File: src/rtl/lifo_stack_pkg.sv
// Shared types and helpers for the lifo_stack slice: op decode, defaults and clog2.
package stack_pkg;

   localparam int WIDTH_D = 4;
   localparam int DEPTH_D = 4;

   typedef enum logic [2:0] {
      OP_NONE,
      OP_PUSH,
      OP_POP,
      OP_REPLACE,
      OP_CLR
   } stack_op_e;

   function automatic int clog2_f(input int v);
      int r;
      r = 0;
      for (int i = 0; i < 31; i++) begin
         if ((1 << i) < v) r = i + 1;
      end
      return r;
   endfunction

   // clr dominates; push with pop together means overwrite the top entry.
   function automatic stack_op_e decode_op(input logic clr, input logic push, input logic pop);
      if (clr)              return OP_CLR;
      else if (push && pop) return OP_REPLACE;
      else if (push)        return OP_PUSH;
      else if (pop)         return OP_POP;
      else                  return OP_NONE;
   endfunction

endpackage

File: src/rtl/lifo_stack_if.sv
// Request/status bundle between the control FSM (master) and lifo_stack (slave).
interface lifo_stack_if
   import stack_pkg::*;
#(
   parameter int WIDTH = WIDTH_D,
   parameter int DEPTH = DEPTH_D
) ();
   localparam int CW = clog2_f(DEPTH + 1);

   // push/pop/clr are level requests taken on every rising clk edge; there is no
   // ready: a refused push or pop is reported one cycle later by the ovf/udf pulse.
   logic             push;
   logic             pop;
   logic             clr;
   logic [WIDTH-1:0] din;
   logic [WIDTH-1:0] top;
   logic [CW-1:0]    count;
   logic             empty;
   logic             full;
   logic             ovf;
   logic             udf;

   modport master (output push, pop, clr, din,
                   input  top, count, empty, full, ovf, udf);
   modport slave  (input  push, pop, clr, din,
                   output top, count, empty, full, ovf, udf);
endinterface

File: src/rtl/lifo_stack_regfile.sv
// DEPTH x WIDTH storage for lifo_stack: one sync write port, one async read port.
module stack_regfile #(
   parameter int WIDTH = 4,
   parameter int DEPTH = 4,
   parameter int AW    = 2
) (
   input  logic             clk,
   input  logic             rst_n,
   input  logic             clr_all,
   input  logic             we,
   input  logic [AW-1:0]    waddr,
   input  logic [WIDTH-1:0] wdata,
   input  logic [AW-1:0]    raddr,
   output logic [WIDTH-1:0] rdata
);
   logic [WIDTH-1:0] mem [DEPTH];

   always_ff @(posedge clk or negedge rst_n) begin
      if (!rst_n) begin
         for (int i = 0; i < DEPTH; i++) mem[i] <= '0;
      end else if (clr_all) begin
         for (int i = 0; i < DEPTH; i++) mem[i] <= '0;
      end else if (we) begin
         mem[waddr] <= wdata;
      end
   end

   assign rdata = mem[raddr];
endmodule

File: src/rtl/lifo_stack.sv
// Clocked LIFO stack owning its count and storage; optional STACK_ZERO_ON_POP_EN
// zeroes vacated entries on pop and all entries on clr.
module lifo_stack
   import stack_pkg::*;
#(
   parameter int WIDTH = WIDTH_D,
   parameter int DEPTH = DEPTH_D
) (
   input logic          clk,
   input logic          rst_n,
   lifo_stack_if.slave  s
);
   localparam int CW = clog2_f(DEPTH + 1);
   localparam int AW = clog2_f(DEPTH);

   stack_op_e        op;
   logic [CW-1:0]    count_q;
   logic             ovf_q;
   logic             udf_q;
   logic             is_empty;
   logic             is_full;
   logic             we;
   logic [AW-1:0]    waddr;
   logic [WIDTH-1:0] wdata;
   logic [AW-1:0]    top_idx;
   logic [WIDTH-1:0] rdata;
   logic             clr_all;

   assign op       = decode_op(s.clr, s.push, s.pop);
   assign is_empty = (count_q == '0);
   assign is_full  = (count_q == CW'(DEPTH));
   assign top_idx  = AW'(count_q - 1'b1);

   always_comb begin
      we    = 1'b0;
      waddr = '0;
      wdata = s.din;
      case (op)
         OP_PUSH: begin
            we    = !is_full;
            waddr = AW'(count_q);
         end
         // Replace on an empty stack degenerates to a push into slot 0.
         OP_REPLACE: begin
            we    = 1'b1;
            waddr = is_empty ? '0 : top_idx;
         end
`ifdef STACK_ZERO_ON_POP_EN
         OP_POP: begin
            we    = !is_empty;
            waddr = top_idx;
            wdata = '0;
         end
`endif
         default: ;
      endcase
   end

`ifdef STACK_ZERO_ON_POP_EN
   assign clr_all = (op == OP_CLR);
`else
   assign clr_all = 1'b0;
`endif

   always_ff @(posedge clk or negedge rst_n) begin
      if (!rst_n) begin
         count_q <= '0;
         ovf_q   <= 1'b0;
         udf_q   <= 1'b0;
      end else begin
         ovf_q <= 1'b0;
         udf_q <= 1'b0;
         case (op)
            OP_CLR:     count_q <= '0;
            OP_PUSH: begin
               if (is_full) ovf_q   <= 1'b1;
               else         count_q <= count_q + 1'b1;
            end
            OP_POP: begin
               if (is_empty) udf_q   <= 1'b1;
               else          count_q <= count_q - 1'b1;
            end
            OP_REPLACE: begin
               if (is_empty) count_q <= CW'(1);
            end
            default: ;
         endcase
      end
   end

   stack_regfile #(
      .WIDTH (WIDTH),
      .DEPTH (DEPTH),
      .AW    (AW)
   ) u_rf (
      .clk     (clk),
      .rst_n   (rst_n),
      .clr_all (clr_all),
      .we      (we),
      .waddr   (waddr),
      .wdata   (wdata),
      .raddr   (top_idx),
      .rdata   (rdata)
   );

   assign s.top   = is_empty ? '0 : rdata;
   assign s.count = count_q;
   assign s.empty = is_empty;
   assign s.full  = is_full;
   assign s.ovf   = ovf_q;
   assign s.udf   = udf_q;
endmodule

File: src/flat_wrapper.sv
// flat-port wrapper written by rule: the top's interface ports become plain ports
module lifo_stack_flat import stack_pkg::*;
#(
   parameter int WIDTH = WIDTH_D,
   parameter int DEPTH = DEPTH_D
)
  (clk, rst_n, s_push, s_pop, s_clr, s_din, s_top, s_count, s_empty, s_full, s_ovf, s_udf);
  lifo_stack_if #(.WIDTH(WIDTH), .DEPTH(DEPTH)) s_i ();
  input logic clk;
  input logic rst_n;
  input wire logic [$bits(s_i.push)-1:0] s_push;
  input wire logic [$bits(s_i.pop)-1:0] s_pop;
  input wire logic [$bits(s_i.clr)-1:0] s_clr;
  input wire logic [$bits(s_i.din)-1:0] s_din;
  output wire logic [$bits(s_i.top)-1:0] s_top;
  output wire logic [$bits(s_i.count)-1:0] s_count;
  output wire logic [$bits(s_i.empty)-1:0] s_empty;
  output wire logic [$bits(s_i.full)-1:0] s_full;
  output wire logic [$bits(s_i.ovf)-1:0] s_ovf;
  output wire logic [$bits(s_i.udf)-1:0] s_udf;
  assign s_i.push = s_push;
  assign s_i.pop = s_pop;
  assign s_i.clr = s_clr;
  assign s_i.din = s_din;
  assign s_top = s_i.top;
  assign s_count = s_i.count;
  assign s_empty = s_i.empty;
  assign s_full = s_i.full;
  assign s_ovf = s_i.ovf;
  assign s_udf = s_i.udf;
  lifo_stack #(.WIDTH(WIDTH), .DEPTH(DEPTH)) u_core (.clk(clk), .rst_n(rst_n), .s(s_i));
endmodule
File: config.mk
export PLATFORM = sky130hd
export DESIGN_NAME = lifo_stack_flat
export DESIGN_NICKNAME = d
export VERILOG_FILES = /design/src/rtl/lifo_stack_pkg.sv /design/src/rtl/lifo_stack_if.sv /design/src/rtl/lifo_stack_regfile.sv /design/src/rtl/lifo_stack.sv /design/src/flat_wrapper.sv
export SDC_FILE = /design/constraint.sdc
export NUM_CORES = 1
export LEC_CHECK = 0
export CORE_ASPECT_RATIO = 1.25
export CORE_MARGIN = 2
export CORE_UTILIZATION = 54
export CTS_BUF_LIST = sky130_fd_sc_hd__clkbuf_2 sky130_fd_sc_hd__clkbuf_4 sky130_fd_sc_hd__clkbuf_8
export DETAILED_ROUTE_END_ITERATION = 16
export PLACE_DENSITY = 0.84
export SLEW_MARGIN = 20
export SYNTH_ARGS = -nofsm -noshare
export SYNTH_HDL_FRONTEND = slang
export SYNTH_SLANG_ARGS = --single-unit
File: constraint.sdc
create_clock -name clk -period 2.65 [get_ports clk]
set_input_delay 0.53 -clock clk [delete_from_list [all_inputs] [get_ports clk]]
set_output_delay 0.53 -clock clk [all_outputs]
set_load 0.01 [all_outputs]
==> reports/metrics.cfg, run 1 <==
[min_path]
whs_endpoint = u_core.u_rf.mem[11]$_DFFE_PN0P_
min_path_type = reg -> reg
min_from = u_core.u_rf.mem[11]$_DFFE_PN0P_
hold_depth = 1

[synth]
synth_area_leaders = dfrtp_1 44%, mux2_4 10%, mux2_1 7.6%
synth_flop_cell = dfrtp_1
synth_cells = 86
async_flop_share_pct = 100
ys_warn_count = 0
synth-xor-area-share_pct = 1.47
synth_cell_type_count = 35
yosys.area.top_type = dfrtp_1
ys_ff_latch = 21
synth.mux.area_fraction_pct = 26.1
synth_top_family_by_area = multiplexers
seq_area_frac_synth_pct = 44.2
syn_avg_cell_area_um2 = 13.8
syn-cell-area_mm2 = 0.00119
synth_compound_area_share_pct = 9.68
synth_edf_count = 0
synth_top_area_share_pct = 44.2
synth_nets = 98
synth-simple-area-share_pct = 12.0
synthAdderAreaFrac_pct = 3.16

[clocking]
cts_buffers = 3
htree_num_levels = 1
cts_tree = built
clk-insertion-delay-late_ns = 0.32
cts_sinks = 21
cts-root-buf = clkbuf_4
cts_hold_buf = 0
clock_path_buffers = 2
path_clk_slew_ns = 0.12

[finish]
diodes = 0
layout-drive-gt1-share_pct = 30.6
syn2layout_area_growth_pct = 22.6
utilization_pct = 68.1
finalNonFillerCells = 132
final_common_cell = dfrtp_1
fin_nets = 124
most-common-layout-cells = 21 x dfrtp_1, 18 x clkdlybuf4s50_1, 8 x mux2_4, 8 x mux2_1, 5 x and2_1
num-fill-cells = 165

[grt]
grt_pass1_vias = 793
grtUsageTotal_pct = 19.5
antenna_found_initial = 0
grt_pass1_wl_mm = 3.58
grt-ovfl-total = 0
grt_max_degree = 22

[die]
dieArea_mm2 = 0.00259
rows = 19
die_h_um = 56.5
core_mm2 = 0.00214
initial_core_util_pct = 55.6
chipWidth_um = 46.0
ios = 20

[detailed_routing]
avgViaCountPerCell = 5.91
drc = 0
wirelength_mm = 2.31
drtIter0Drc = 10
antenna_left = 0
vias = 780
detail_route.first_pass.iterations = 4
wire_per_inst_um = 17.5

[power_and_ir_drop]
pwr_density_cell_mw_per_mm2 = 1030
p_leak_nw = 0.631
ir_drop_v = 0.000664
finalPower_w = 0.00150

[sta]
fmax_mhz = 385
final.setup.worst_slack_ns = 0.0529
setup_viol = 0
slew_violations = 0
fin_skew_ns = 0.00383
min_period_ns = 2.60
tightest_slew_ns = 0.402
max-slew-margin-rel_pct = 72.9
hold_violations = 0
post-route-period-util_pct = 98.0

[worst_setup_path]
path_class = reg -> out
worstReg2RegEnd = u_core.u_rf.mem[7]$_DFFE_PN0P_
crit_start = u_core.s.count[1]$_DFFE_PN0P_
critPathCaptureType = output pin
r2r_cells = 7
crit_arrival_ns = 2.07
startpoint_type = register
required_ns = 2.12
r2r_start = u_core.s.count[1]$_DFFE_PN0P_
crit_fanout = 5
reg2reg_slack_ns = 0.62

[placed_design]
port_buffers = 19
hpwlAfterDp_mm = 1.74
place_ws_ns = 0.202
place_inst = 126
routabilityCongestion = 0.780

[run]
cap_violations = 0

[run_status]
status = complete, no violations

==> report_power, final <==
group	switching (W)	total (W)	internal [W]
combinational	0.000321	0.000795	0.000474
sequential	0.0000819	0.000539	0.000457
clock	0.000102	0.000172	0.0000692
total	0.000505	0.00150	0.00100
==> cell type report <==
class | count | area [µm²] | share of cell area, %
multi-input combinational | 59 | 636 | 43.6
tap | 21 | 26.3 | 1.80
clock buffer | 4 | 30.0 | 2.06
timing repair buffer | 23 | 223 | 15.3
sequential | 21 | 526 | 36.1
inverter | 4 | 17.5 | 1.20
==> per-stage QoR <==
| stage | area [µm²] | setup TNS, ns | hold WS (ns) |
|---|---|---|---|
| CTS | 1440 | 0 | 0.501 |
| floorplan | 1190 | 0 | 0.234 |
| detailed placement | 1400 | 0 | 0.475 |
| finish | 1460 | 0 | 0.497 |
| global route | 1460 | -0.00858 | 0.514 |
| global placement | 1400 | 0 | 0.470 |
==> cells in the mapped netlist, types with 2 or more instances <==
cell	number
nand2_1	2
buf_6	2
inv_1	3
mux2_1	8
dfrtp_1	21
mux4_2	4
and2_1	5
nor2_4	2
nand2_2	2
nor2_1	3
mux2_4	8
ha_1	3
==> layer usage <==
| layer | up-vias | GRT usage [%] | wire length (µm) |
|---|---|---|---|
| met4 | 0 | 8.98 | 61 |
| met2 | 24 | 32.1 | 1190 |
| met5 | - | 0 | 0 |
| li1 | 365 | - | - |
| met1 | 386 | 24.1 | 994 |
| met3 | 5 | 2.89 | 70 |
==> worst max-delay path: stages, from the launching register on <==
cell and delay (ns):
dfrtp_1 0.40, inv_2 0.09, ha_4 0.32, mux4_2 0.29, and2_1 0.17, clkdlybuf4s50_1 0.47
==> what timing repair did <==
| action | 4_1_cts | 5_1_grt |
|---|---|---|
| buffers inserted | 0 | 2 |
| resized for setup | 3 | 1 |
| pin swaps | 1 | 1 |
| gates cloned | 0 | 0 |
| endpoints found under the setup margin | 4 | 4 |
==> worst max-delay path by stage <==
stage / end / slack [ns] / depth (start not counted)
finish: s_top[1] / 0.05 / 5
floorplan: u_core.u_rf.mem[4]$_DFFE_PN0P_ / 0.57 / 7
CTS: s_top[1] / 0.04 / 5
global placement: u_core.u_rf.mem[4]$_DFFE_PN0P_ / 0.26 / 5
detailed placement: s_top[1] / 0.20 / 5
global route: s_top[1] / -0.009 / 5
==> state kept, by name, summed over array words and instances, names as in the netlist <==
signal,cells
u_core.s.udf,1
u_core.s.count,3
u_core.u_rf.mem,16
u_core.s.ovf,1
==> cells by family after synthesis <==
group | after synthesis
multiplexers | 21
AND/OR/NAND/NOR | 21
flip-flops | 21
AO/OA/AOI/OAI | 12
buffers and inverters | 6
adder cells (fa/ha/maj) | 3
XOR/XNOR | 2
(Power assumes the default switching activity.)
==> run 2: changes to the inputs <==
Settings changed: CORE_MARGIN 2 to not set, CORE_UTILIZATION 54 to 49, PLACE_DENSITY 0.84 to 0.78.
==> run 2 against run 1 <==
Net effect:
- sequential cell count unchanged
- first-iteration DRC count increased by 70%
- non-clock buffer count did not move
- critical path depth stayed put
- register-to-register slack improved by 0.12 ns
- combinational power decreased by 0.8%
- critical path type unchanged
- largest power group unchanged
==> reports/metrics.cfg, run 2 (same netlist as run 1, synthesis figures left out) <==
[sta]
setup_viol = 0  ; unchanged
min_period_ns = 2.58  ; -0.0175 ns
tightest_slew_ns = 0.425  ; +0.0235 ns
holdWs_ns = 0.502  ; +0.00502 ns
post-route-period-util_pct = 97.3  ; -0.66 points
fmax_mhz = 388  ; +0.68%
rsz0062_at_grt = false
max-slew-margin-rel_pct = 71.6  ; -1.3 points
tns_ns = 0  ; unchanged
slew_violations = 0  ; unchanged
fin_skew_ns = 0.00237  ; -0.00146 ns
hold_violations = 0  ; unchanged

[worst_setup_path]
worst_path_largest_cell_delay_ns = 0.47  ; about the same
crit_fanout = 7  ; +2
r2r_start = u_core.s.count[0]$_DFFE_PN0P_
cp.buffers_inverters = 2  ; unchanged
reg2reg_slack_ns = 0.74  ; +0.12 ns
worstReg2RegEnd = u_core.u_rf.mem[6]$_DFFE_PN0P_
r2r_cells = 6  ; -1
critical_path.cell_chain = inv_2, ha_4, mux4_2, and2_1, clkdlybuf4s50_1
crit_arrival_ns = 2.05  ; -0.02 ns
critPathCaptureType = output pin
startpoint_type = register
cpLargestDelayFamily = buffers and inverters
path_class = reg -> out
required_ns = 2.12  ; about the same
cpMaxStageDelayCell = clkdlybuf4s50_1

[detailed_routing]
vias = 779  ; -0.13%
drc = 0  ; unchanged
drtIter0Drc = 17  ; +7
avgViaCountPerCell = 5.49  ; -7.2%
wire_per_inst_um = 15.5  ; -12%
detail_route.first_pass.iterations = 4  ; unchanged
antenna_left = 0  ; unchanged
wirelength_mm = 2.20  ; -4.9%

[die]
core_mm2 = 0.00223  ; +4.4%
ios = 20  ; unchanged
dieArea_mm2 = 0.00263  ; +1.3%
initial_core_util_pct = 53.2  ; -2.4 points
chipWidth_um = 46.1  ; +0.18%
die_h_um = 57.1  ; +1.1%
rows = 19  ; unchanged

[power_and_ir_drop]
p_leak_nw = 0.616  ; -2.4%
finalPower_w = 0.00148  ; -1.8%
pwr_density_cell_mw_per_mm2 = 1010  ; -2.3%
ir_drop_v = 0.000678  ; +2.0%

[finish]
multi_input_area_um2 = 636  ; unchanged
num-fill-cells = 173  ; +4.8%
fin_nets = 124  ; unchanged
most-common-layout-cells = 21 x dfrtp_1, 19 x clkdlybuf4s50_1, 8 x mux2_4, 8 x mux2_1, 5 x and2_1
layout-drive-gt1-share_pct = 30.6  ; unchanged
diodes = 0  ; unchanged
finalNonFillerCells = 142  ; +7.6%
top_register = u_core.u_rf.mem
final_common_cell = dfrtp_1
syn2layout_area_growth_pct = 23.3
largest_reg_flops = 16  ; unchanged
seq_area_um2 = 526  ; unchanged

[grt]
grt_pass1_wl_mm = 3.47  ; -3.1%
antenna_found_initial = 0  ; unchanged
grtUsageTotal_pct = 19.5  ; about the same
grt-ovfl-total = 0  ; unchanged
grt_max_degree = 22  ; unchanged
grt_pass1_vias = 709  ; -11%

[placed_design]
hpwlAfterDp_mm = 1.59  ; -8.5%
port_buffers = 19  ; unchanged
place_inst = 136  ; +7.9%
routabilityCongestion = 0.773  ; -0.99%

[clocking]
clk-insertion-delay-late_ns = 0.32  ; about the same
cts-root-buf = clkbuf_4
cts_hold_buf = 0  ; unchanged
cts_buffers = 3  ; unchanged
cts_sinks = 21  ; unchanged
htree_num_levels = 1  ; unchanged
clock_path_buffers = 2  ; unchanged
cts_tree = built
path_clk_slew_ns = 0.12  ; about the same

[min_path]
min_from = u_core.u_rf.mem[8]$_DFFE_PN0P_
hold_depth = 1  ; unchanged
whs_endpoint = u_core.u_rf.mem[8]$_DFFE_PN0P_
min_path_type = reg -> reg

[run_status]
status = complete, no violations

[run]
cap_violations = 0  ; unchanged

## run 2: repair_timing
item / 4_1_cts / 5_1_grt
buffers inserted: 1 / 1
resized for setup: 2 / 1
setup endpoints to repair: 4 / 4
## run 2: worst max-delay path by stage
stage	cells after the start	endpoint	from
after floorplan	7	u_core.u_rf.mem[4]$_DFFE_PN0P_	u_core.s.count[0]$_DFFE_PN0P_
after global placement	5	u_core.u_rf.mem[6]$_DFFE_PN0P_	s_pop
after detailed placement	5	s_top[2]	u_core.s.count[1]$_DFFE_PN0P_
after CTS	5	s_top[2]	u_core.s.count[1]$_DFFE_PN0P_
after global routing	5	s_top[3]	u_core.s.count[1]$_DFFE_PN0P_
final	5	s_top[2]	u_core.s.count[1]$_DFFE_PN0P_
## run 2: layer usage
layer,part of all wire [%],GRT usage (%),wire length [µm],vias up
met5,0,0,0,-
met4,1.9,10.1,42,0
met3,3.0,2.85,65,3
met2,52,29.8,1140,19
met1,43,26.6,946,392
li1,-,-,-,365
## run 2: worst reg2reg max path, stage by stage, from the launching register on
cell,delay (ns)
dfrtp_1,0.39
inv_1,0.14
ha_4,0.26
or2b_1,0.26
o22a_2,0.22
nor2_4,0.21
mux2_4,0.33
## run 2: metrics by stage
stage	instance area (µm²)	utilization, %	worst slack (ns)
2_1_floorplan	1190	-	0.570
3_3_place_gp	1410	63.1	0.251
3_5_place_dp	1410	63.1	0.199
4_1_cts	1460	65.2	0.0258
5_1_grt	1470	65.6	0.00767
6_report	1470	65.6	0.0704
## run 2: power breakdown
| part | internal [W] | switching, W |
|---|---|---|
| clock network | 0.0000567 | 0.000105 |
| registers | 0.000456 | 0.0000712 |
| logic | 0.000472 | 0.000317 |
## run 2: final cells by class
cell class,count,share of cell area [%]
Timing Repair Buffer,23,15.0
Inverter,4,1.20
Tap cell,31,2.65
Clock inverter,1,0.342
Multi-Input combinational cell,59,43.4
Sequential cell,21,35.9
Clock buffer,3,1.54
